File: config.mk
export PLATFORM = sky130hd
export DESIGN_NAME = rede_float_core_flat
export DESIGN_NICKNAME = d
export VERILOG_FILES = /design/src/rtl/rede_float_core_if.sv /design/src/rtl/rede_float_core.sv /design/src/flat_wrapper.sv
export SDC_FILE = /design/constraint.sdc
export NUM_CORES = 1
export LEC_CHECK = 0
export ABC_AREA = 1
export CAP_MARGIN = 15
export CORE_ASPECT_RATIO = 2
export CORE_MARGIN = 3
export CORE_UTILIZATION = 35
export CTS_CLUSTER_DIAMETER = 30
export DETAILED_ROUTE_END_ITERATION = 8
export HOLD_SLACK_MARGIN = 0.05
export PLACE_DENSITY = 0.56
export RECOVER_POWER = 25
export SLEW_MARGIN = 0
export SYNTH_ARGS = -nofsm -noshare
export SYNTH_HDL_FRONTEND = slang
export SYNTH_SLANG_ARGS = --single-unit
File: constraint.sdc
create_clock -name clk -period 2.4 [get_ports clk]
set_input_delay 0.48 -clock clk [delete_from_list [all_inputs] [get_ports clk]]
set_output_delay 0.48 -clock clk [all_outputs]
set_load 0.01 [all_outputs]
File: src/rtl/rede_float_core_if.sv
//==============================================================================
// Module      : rede_float_core_if
// Description : Sample / result / strobe bundle between a neuron core and its
//               multicore wrapper. The core drives the master side.
// Revision    : 1.0 - initial release
//==============================================================================
`default_nettype none

interface rede_float_core_if;
  logic signed [18:0] io_in;   // shared input sample bus
  logic signed [27:0] io_out;  // result register
  logic        [3:0]  req_in;  // input request, bit0 = input port 0
  logic        [3:0]  out_en;  // output strobe, bit0 = output port 0

  modport master (input io_in, output io_out, output req_in, output out_en);
  modport slave  (output io_in, input io_out, input req_in, input out_en);
endinterface

`default_nettype wire

File: src/rtl/rede_float_core.sv
//==============================================================================
// Module      : rede_float_core
// Description : Fixed-point neuron. Requests N_IN samples one at a time,
//               multiply-accumulates them against built-in weights, then adds
//               a bias, shifts arithmetically, saturates to 28 bits and
//               optionally applies ReLU. One result per frame, frames run
//               back-to-back.
// Revision    : 1.0 - initial release
//==============================================================================
`default_nettype none

module rede_float_core #(
  parameter int                     N_IN    = 4,
  parameter int                     W_W     = 9,
  parameter logic [N_IN*W_W-1:0]    WEIGHTS = {N_IN{{{(W_W-1){1'b0}}, 1'b1}}},
  parameter logic signed [27:0]     BIAS    = 28'sd0,
  parameter int                     SHIFT   = 0,
  parameter int                     ACT     = 0
) (
  input  wire logic         clk,
  input  wire logic         rst,    // asynchronous, active low
  rede_float_core_if.master bus
);

  // Accumulator is wide enough that N_IN full-scale products cannot wrap.
  localparam int ACC_W = 19 + W_W + $clog2(N_IN) + 1;
  localparam int SUM_W = ((ACC_W > 28) ? ACC_W : 28) + 1;
  localparam int IDX_W = (N_IN > 1) ? $clog2(N_IN) : 1;

  localparam logic signed [SUM_W-1:0] C_MAX = SUM_W'(134217727);
  localparam logic signed [SUM_W-1:0] C_MIN = ~C_MAX;   // -2^27

  typedef enum logic [2:0] {
    S_IDLE = 3'd0,
    S_REQ  = 3'd1,
    S_MAC  = 3'd2,
    S_ACT  = 3'd3,
    S_OUT  = 3'd4
  } state_t;

  state_t                    r_state;
  logic [IDX_W-1:0]          r_idx;
  logic signed [ACC_W-1:0]   r_acc;
  logic signed [27:0]        r_out;
  logic                      r_req;
  logic                      r_oe;

  logic signed [W_W-1:0]     w_wt [N_IN];
  logic signed [W_W-1:0]     w_weight;
  logic signed [19+W_W-1:0]  w_prod;
  logic signed [ACC_W-1:0]   w_mac;
  logic signed [SUM_W-1:0]   w_sum;
  logic signed [SUM_W-1:0]   w_shift;
  logic signed [27:0]        w_sat;
  logic signed [27:0]        w_act;

  // Unpack the weight vector into an indexable table.
  for (genvar g = 0; g < N_IN; g++) begin : g_wt
    assign w_wt[g] = $signed(WEIGHTS[g*W_W +: W_W]);
  end

  assign w_weight = w_wt[r_idx];
  assign w_prod   = bus.io_in * w_weight;
  assign w_mac    = r_acc + ACC_W'(w_prod);

  // Bias, floor shift, clip to 28 bits, optional ReLU.
  assign w_sum   = SUM_W'(r_acc) + SUM_W'(BIAS);
  assign w_shift = w_sum >>> SHIFT;
  assign w_sat   = (w_shift > C_MAX) ? 28'sh7FFFFFF :
                   (w_shift < C_MIN) ? 28'sh8000000 : w_shift[27:0];
  assign w_act   = ((ACT == 1) && w_sat[27]) ? 28'sd0 : w_sat;

  // Frame sequencer; strobes are registered alongside the state they belong to.
  always_ff @(posedge clk or negedge rst) begin
    if (!rst) begin
      r_state <= S_IDLE;
      r_idx   <= '0;
      r_acc   <= '0;
      r_out   <= '0;
      r_req   <= 1'b0;
      r_oe    <= 1'b0;
    end else begin
      case (r_state)
        S_IDLE: begin
          r_state <= S_REQ;
          r_req   <= 1'b1;
        end
        S_REQ: begin
          r_req   <= 1'b0;
          r_state <= S_MAC;
        end
        S_MAC: begin
          r_acc <= w_mac;
          if (r_idx == IDX_W'(N_IN - 1)) begin
            r_state <= S_ACT;
          end else begin
            r_idx   <= r_idx + IDX_W'(1);
            r_state <= S_REQ;
            r_req   <= 1'b1;
          end
        end
        S_ACT: begin
          r_out   <= w_act;
          r_acc   <= '0;
          r_idx   <= '0;
          r_state <= S_OUT;
          r_oe    <= 1'b1;
        end
        S_OUT: begin
          r_oe    <= 1'b0;
          r_state <= S_REQ;
          r_req   <= 1'b1;
        end
        default: begin
          r_state <= S_IDLE;
          r_req   <= 1'b0;
          r_oe    <= 1'b0;
        end
      endcase
    end
  end

  assign bus.io_out = r_out;
  assign bus.req_in = {3'b000, r_req};
  assign bus.out_en = {3'b000, r_oe};

endmodule

`default_nettype wire

File: src/flat_wrapper.sv
// flat-port wrapper written by rule: the top's interface ports become plain ports
module rede_float_core_flat 
#(
  parameter int                     N_IN    = 4,
  parameter int                     W_W     = 9,
  parameter logic [N_IN*W_W-1:0]    WEIGHTS = {N_IN{{{(W_W-1){1'b0}}, 1'b1}}},
  parameter logic signed [27:0]     BIAS    = 28'sd0,
  parameter int                     SHIFT   = 0,
  parameter int                     ACT     = 0
)
  (clk, rst, bus_io_in, bus_io_out, bus_req_in, bus_out_en);
  rede_float_core_if bus_i ();
  input  wire logic clk;
  input  wire logic rst;
  input wire logic [$bits(bus_i.io_in)-1:0] bus_io_in;
  output wire logic [$bits(bus_i.io_out)-1:0] bus_io_out;
  output wire logic [$bits(bus_i.req_in)-1:0] bus_req_in;
  output wire logic [$bits(bus_i.out_en)-1:0] bus_out_en;
  assign bus_i.io_in = bus_io_in;
  assign bus_io_out = bus_i.io_out;
  assign bus_req_in = bus_i.req_in;
  assign bus_out_en = bus_i.out_en;
  rede_float_core #(.N_IN(N_IN), .W_W(W_W), .WEIGHTS(WEIGHTS), .BIAS(BIAS), .SHIFT(SHIFT), .ACT(ACT)) u_core (.clk(clk), .rst(rst), .bus(bus_i));
endmodule
## After elaboration in Yosys (flattened, before gate mapping)

Cells that the tools add are included.

| word-level totals | value |
|---|---|
| register bits | 66 |
| word-level logic and storage cells | 39 |
| bits of input ports | 21 |

| cells by class | value |
|---|---|
| $mul | 1 |
| eq/ne operators | 6 |
| $lt $le $gt $ge | 3 |
| add/sub/neg operators | 2 |
| bitwise logic cells | 2 |
| reductions and logical operators | 6 |
| muxes and demuxes | 13 |

Operators by type and width:

| operator | count |
|---|---|
| $pmux 31 s2 | 1 |
| $mux 28 | 2 |
| $add 31x28->31 | 1 |
| $gt 31x28->1 const B | 1 |
| $lt 31x28->1 const B | 1 |
| $mul 19x9->28 | 1 |
| $bmux 9 s2 | 1 |
| $mux 9 | 2 |
| $pmux 3 s4 | 1 |
| $eq 3x2->1 const B | 2 |
| $mux 2 | 2 |
| $pmux 2 s2 | 1 |
| $reduce_and 2->1 | 2 |
| $eq 3x1->1 const B | 1 |
| $eq 3x3->1 const B | 1 |
| $ge 3x3->1 const B | 1 |
| $logic_not 3->1 | 1 |
| $not 2->3 | 1 |
| $pmux 1 s3 | 1 |
| $reduce_or 3->1 | 1 |
| $add 2x1->2 const B | 1 |
| $eq 2x2->1 const B | 1 |
| $ne 2x2->1 const B | 1 |
| $pmux 1 s2 | 1 |
| 4 further kinds | 4 |

## Logic depth before layout (Yosys ltp)

Gate-level depths: netlist of run 1.

| depth | value |
|---|---|
| depth in word-level cells | 7 |
| depth in mapped cells | 14 |

## Worst setup path before layout of run 1

Ideal clock, no wire load.

| timing path | value |
|---|---|
| path kind | input to register |
| start | input bus_io_in[1] |
| end | register u_core.r_acc[25] |
| stages on the path | 14 |
| buffers on the path | 0 |
| data required time | 2.283 ns |
| slack | 0.220 ns |
| arrival | 2.063 ns |
| path through | ha_1 > ha_1 > inv_1 > fa_1 > inv_1 > nand3_1 > nand3_1 > nand2_1 > nand2_1 > nand2_1 > nand3_1 > nand2_1 > nand3_1 > nand2_1 |

| on the way | value |
|---|---|
| longest elaborated chain between the ends | 3 |

RTL lines:

| what | RTL line | RTL |
|---|---|---|
| start, declared | flat_wrapper.sv:15 | `input wire logic [$bits(bus_i.io_in)-1:0] bus_io_in;` |
| $mul 19x9->28 | rede_float_core.sv:63 | `assign w_prod = bus.io_in * w_weight;` |
| $add 31x28->31 | rede_float_core.sv:64 | `assign w_mac = r_acc + ACC_W'(w_prod);` |
| $pmux 31 s2 | rede_float_core.sv:83 | `case (r_state)` |
| end signal, assigned | rede_float_core.sv:93 | `r_acc <= w_mac;` |
| end, declared | rede_float_core.sv:43 | `logic signed [ACC_W-1:0] r_acc;` |

No other way between the ends.
A chain may end at the register's enable or synchronous reset.

## Worst setup path in the final report of run 1

| timing path | value |
|---|---|
| start | input bus_io_in[0] |
| end | register u_core.r_acc[17] |

The elaborated chain is that of the path after synthesis.

==> results of run 1 <==
==> Yosys cell counts (all sizes together) <==
cell type | number | area share, %
nand2 | 281 | 21
inv | 106 | 7.7
nor2 | 72 | 5.7
dfrtp | 66 | 32
ha | 60 | 14
o21ai | 45 | 4.3
nand3 | 41 | 4.4
a21oi | 33 | 3.3
buf | 16 | 2.1
nor3 | 6 | 0.77
clkbuf | 5 | 0.36
nand4 | 3 | 0.36
o21bai | 3 | 0.43
or2 | 3 | 0.36
xor2 | 3 | 0.51
a21o | 2 | 0.29
a22o | 2 | 0.34
a32o | 2 | 0.39
and2 | 2 | 0.24
nand3b | 2 | 0.29
a211o | 1 | 0.17
conb | 1 | 0.072
fa | 1 | 0.39
==> per-layer routing <==
metal | wire length [um] | track usage, % | vias to the layer above
li1 | - | - | 2615
met1 | 5920 | 19.9 | 2359
met2 | 8990 | 40.8 | 89
met3 | 326 | 2.15 | 44
met4 | 1310 | 13.0 | 0
met5 | 0 | 0 | -
==> what timing repair did <==
action                                  4_1_cts  5_1_grt
buffers inserted                              1        1
pin swaps                                     5        8
gates resized for setup                      35       40
gates cloned                                  1        0
hold endpoints to repair                      0        0
endpoints found under the setup margin       13       18
==> layout make-up <==
type	count	area [um^2]	share of cell area, %
multi-input cells	568	3540	48.9
flip-flops and latches	66	1650	22.8
repair buffers	122	1090	15.0
inverters	106	398	5.50
well taps	192	240	3.32
clock buffers	9	225	3.11
clock inverters	7	100	1.38
==> critical path: cells and delay by family <==
kind,cells,cell delay (ns)
buf+inv,4,0.70
simple gates,9,0.68
fa+ha+maj,3,0.67
==> flip-flops by register name, indices dropped and copies added (netlist names) <==
signal             cells
u_core.r_acc          31
u_core.bus.io_out     28
u_core.r_state         3
u_core.r_idx           2
u_core.r_oe            1
u_core.r_req           1
==> final timing paths <==
check / to / slack [ns] / cells after the start
max in group asynchronous: u_core.r_acc[6] / 0.77 / 2
worst min-delay path: u_core.r_oe / 0.35 / 1
worst max register to register: u_core.r_acc[17] / 0.17 / 15
min in group clk: u_core.r_state[0] / 0.45 / 1
worst max-delay path: u_core.r_acc[17] / 0.11 / 16
worst min register to register: u_core.r_state[0] / 0.45 / 1
==> through the flow <==
step / TNS (ns) / setup WS (ns)
finish: 0 / 0.106
floorplan: 0 / 0.220
global route: -0.0111 / -0.0111
global placement: -8.49 / -0.499
CTS: 0 / 0.00347
detailed placement: -8.60 / -0.509
==> cells by family after synthesis <==
| group | after synthesis |
|---|---|
| fa+ha+maj | 61 |
| compound gates | 88 |
| buf+inv | 127 |
| simple gates | 410 |
| other cells | 1 |
| flops | 66 |
| xor+xnor | 3 |
==> power by group <==
group          internal [W]  total (W)  switching (W)
Sequential          0.00159    0.00206       0.000477
Combinational       0.00334    0.00717        0.00384
Clock              0.000920    0.00151       0.000586
==> impl_metrics.toml, run 1 <==
[timing]
min_period_ns = 2.29
fin_worst_skew_ns = 0.00749
rsz0062_at_grt = "true"
min_period_over_period_pct = 95.6
slew_headroom_pct = 23.0
hold_viol = 0
slew_violations = 0
setup_viol = 0
max_freq_mhz = 436
hold_slack_ns = 0.351
worst_slew_pin_slew_ns = 1.15

[global_route]
antenna_found_initial = 0
grt_max_degree = 33
grt_pass1_wl_um = 26000
track_usage_pct = 20.7
first_global_vias = 5120
grt.overflow.total = 0

[drt]
routed_via_density = 4.77
drc = 0
firstDrtPassIters = 4
ant_nets = 0
wl_um = 16600
vias = 5107
routedWlPerCell_um = 15.5
drtIter0Drc = 182

[final_layout]
area_delta_synth_final_pct = 39.7
drive_above_1_share_pct = 21.3
layout_common_cells = "nand2_1 (260), inv_1 (100), buf_4 (67), dfrtp_1 (66), nor2_1 (59)"
finalInstanceArea_mm2 = 0.00724
final_common_cell = "nand2_1"
fin_cells = 1070
diodes = 0
finalNetCount = 955
fill_cells = 1472
post-route-util_pct = 50.2

[power_and_ir_drop]
power_w = 0.0107
p_per_area_mw_per_mm2 = 1480
vdd_drop_max_v = 0.000579
p_leak_nw = 3.69

[clock_network]
root_buffer = "clkbuf_16"
htree_levels = 3
tritoncts = "done"
cts.path.max_buffers = 2
cts-hold-fix-buffers = 0
clkLatencyLatePin_ns = 0.34
cts_buffers = 9
clkTransAtPathRegs_ns = 0.06
clock-sinks = 66

[synth]
ys_ff_latch = 66
synth-adder-area-share_pct = 14.9
synth_top_family_by_area = "simple AND/OR/NAND/NOR gates"
yosys-mux-area-fraction_pct = 0
yosys.cell_types.count = 35
yosys.area_share.simple_pct = 33.3
syn_area_mm2 = 0.00518
ys_warn_count = 0
yosysSeqAreaShare_pct = 31.9
synth-xor-area-share_pct = 0.507
synth-compound-area-share_pct = 9.22
avgSynthCellArea_um2 = 6.85
synthCells = 756

[worst_setup_path]
path_max_fanout = 4
path_class = "input port to register"
path_cells = "clkdlybuf4s50_1 -> ha_1 -> ha_2 -> inv_1 -> fa_2 -> inv_2 -> nand3_1 -> nand3_2 -> buf_6 -> nand2_1 -> nand2_2 -> nand3_2 -> nand2_1 -> nand2_1 -> nand3_2 -> nand2_1"
endpoint_kind = "register"
critPathRequiredTime_ns = 2.62
arrival_ns = 2.52
start_kind = "input port"
critPathSlowestCell = "clkdlybuf4s50_1"
rr_startpoint = "u_core.r_acc[1]"
max_stage_delay_ns = 0.47
cp-startpoint = "bus_io_in[0]"
crit_top_cell = "nand2_1"

[place]
io_buffers = 50
placed_cell_area_mm2 = 0.00636
place_congestion = 0.982
dp.cells = 1051
dp_hpwl_um = 13100

[floorplan]
chipWidth_um = 92.0
initial_core_util_pct = 35.9
io_pins = 57
die_area_mm2 = 0.0164
die_height_um = 178
num_rows = 62
core_region_area_mm2 = 0.0144

[run_status]
outcome = "finished clean"

[job]
maxCapViolations = 0

[min_path]
worstHoldPathType = "input port to asynchronous set/reset pin"
Power figures use the tool's default switching activity.
==> run 2, diff against run 1 <==
- CTS_CLUSTER_SIZE: unset -> 12
==> results of run 2 <==
Same layout as run 1: the final DEF is identical, and so are final timing and power.
==> run 3, diff against run 2 <==
- CORE_MARGIN: 3 -> 4
- clock period: 2.4 -> 2.5 ns (I/O delays scaled with it)
==> run 3 against run 2 <==
The flow now finishes with violations (capacitance limit, slew limit). Non-clock buffer count fell by 2. Sequential power down 5%. Die area grew 3.3%. Critical path depth unchanged. Wire length shrank 4.3%. First-iteration DRC count increased by 21%. Count of clock-buffer cells in the layout up 1. Setup slack better by 0.035 ns. Critical endpoint is now u_core.r_acc[18]. Highest routed layer unchanged.
==> impl_metrics.toml, run 3 (same netlist as run 1, synthesis figures left out) <==
[worst_setup_path]
rr_worst_depth = 11
arrival_ns = 2.61
path_depth = 16
critPathRequiredTime_ns = 2.75
reg2reg_slack_ns = 0.32
path_cells = "clkdlybuf4s50_1 -> ha_1 -> ha_4 -> buf_4 -> nand2_2 -> inv_2 -> nand2_1 -> inv_1 -> buf_4 -> nand2_1 -> inv_1 -> nand2_1 -> nand2_1 -> nand2_1 -> nand2_1 -> o21ai_1"
crit_family = "buffers and inverters"
path_class = "input port to register"
path_max_fanout = 3
crit_buf_inv = 6
critPathSlowestCell = "clkdlybuf4s50_1"
r2r_end = "u_core.r_acc[25]"
crit_top_cell = "nand2_1"
endpoint_kind = "register"
rr_startpoint = "u_core.r_acc[15]"
start_kind = "input port"
max_stage_delay_ns = 0.42

[final_layout]
top_register = "u_core.r_acc"
layout_common_cells = "nand2_1 (260), inv_1 (99), buf_4 (66), dfrtp_1 (66), nor2_1 (56)"
largest_reg_flops = 31
fill_cells = 1483
diodes = 0
final_common_cell = "nand2_1"
area_delta_synth_final_pct = 36.2
post-route-util_pct = 48.9
finalNetCount = 953
finalInstanceArea_mm2 = 0.00706
drive_above_1_share_pct = 20.2

[drt]
wl_um = 15800
drtIter0Drc = 221
routedWlPerCell_um = 14.8
routed_via_density = 4.72
ant_nets = 0
vias = 5044
firstDrtPassIters = 6
drc = 0

[clock_network]
cts.path.max_buffers = 2
tritoncts = "done"
root_buffer = "clkbuf_16"
cts-hold-fix-buffers = 0
clkLatencyLatePin_ns = 0.33
clkTransAtPathRegs_ns = 0.06
htree_levels = 3
cts_buffers = 9
clock-sinks = 66

[timing]
setup_viol = 0
rsz0062_at_grt = "true"
worst_slew_pin_slew_ns = 1.73
max_freq_mhz = 424
hold_viol = 0
slew_violations = 67
min_period_ns = 2.36
slew_headroom_pct = -15.2
min_period_over_period_pct = 94.4
fin_worst_skew_ns = 0.00619

[min_path]
holdPathStages = 1
hp-start = "u_core.r_state[0]"
hold_end = "u_core.r_state[0]"
worstHoldPathType = "register to register"

[floorplan]
core_region_area_mm2 = 0.0144
num_rows = 62
chipWidth_um = 94.0
die_height_um = 180
initial_core_util_pct = 35.9
die_area_mm2 = 0.0169
io_pins = 57

[global_route]
grt_max_degree = 67
antenna_found_initial = 0
first_global_vias = 5345
track_usage_pct = 19.5
grt_pass1_wl_um = 25700
grt.overflow.total = 0

[place]
dp_hpwl_um = 12500
placed_cell_area_mm2 = 0.00635
place_congestion = 0.966
io_buffers = 50

[power_and_ir_drop]
p_per_area_mw_per_mm2 = 1410
vdd_drop_max_v = 0.000504
p_leak_nw = 3.65
power_w = 0.00996

[run_status]
outcome = "finished with violations"
violations = "capacitance limit, slew limit"

[job]
maxCapViolations = 1
==> run 3: how the worst max path moves through the flow <==
| stage | startpoint | end |
|---|---|---|
| 4_1_cts | bus_io_in[18] | u_core.r_acc[26] |
| 2_1_floorplan | bus_io_in[1] | u_core.r_acc[25] |
| 6_report | bus_io_in[11] | u_core.r_acc[18] |
| 3_5_place_dp | bus_io_in[1] | u_core.r_acc[21] |
| 3_3_place_gp | bus_io_in[18] | u_core.r_acc[28] |
| 5_1_grt | bus_io_in[1] | u_core.r_acc[17] |
==> run 3: layer usage <==
| metal | global-route usage (%) | vias up | share of wire [%] |
|---|---|---|---|
| met1 | 18.5 | 2297 | 35 |
| met3 | 2.55 | 50 | 2.6 |
| li1 | - | 2603 | - |
| met2 | 36.9 | 94 | 55 |
| met4 | 13.4 | 0 | 7.7 |
| met5 | 0 | - | 0 |
==> run 3: repair_timing <==
action,4_1_cts,5_1_grt
gates resized for setup,7,51
gates cloned,0,1
pin swaps,0,3
buffers inserted,0,2
endpoints found under the setup margin,5,16
==> run 3: layout make-up <==
| type | count | area [um^2] | share of cell area [%] |
|---|---|---|---|
| Clock buffer | 10 | 229 | 3.25 |
| Inverter | 106 | 398 | 5.64 |
| Clock inverter | 6 | 88.8 | 1.26 |
| Timing Repair Buffer | 120 | 1060 | 15.1 |
| Multi-Input combinational cell | 568 | 3380 | 48.0 |
| Tap cell | 192 | 240 | 3.40 |
| Sequential cell | 66 | 1650 | 23.4 |
==> run 3: power by group <==
group          switching [W]  total [W]  internal, W
clock               0.000509    0.00138     0.000876
sequential          0.000420    0.00195      0.00153
combinational        0.00358    0.00663      0.00304
==> run 3: through the flow <==
stage	worst slack, ns	setup TNS [ns]	cells	hold slack, ns
finish	0.141	0	1068	0.452
global route	-0.00862	-0.0101	1068	0.482
CTS	0.00442	0	1065	0.206
detailed placement	-0.386	-6.42	1049	0.445
global placement	-0.383	-5.87	1049	0.439
floorplan	0.300	0	761	0.204
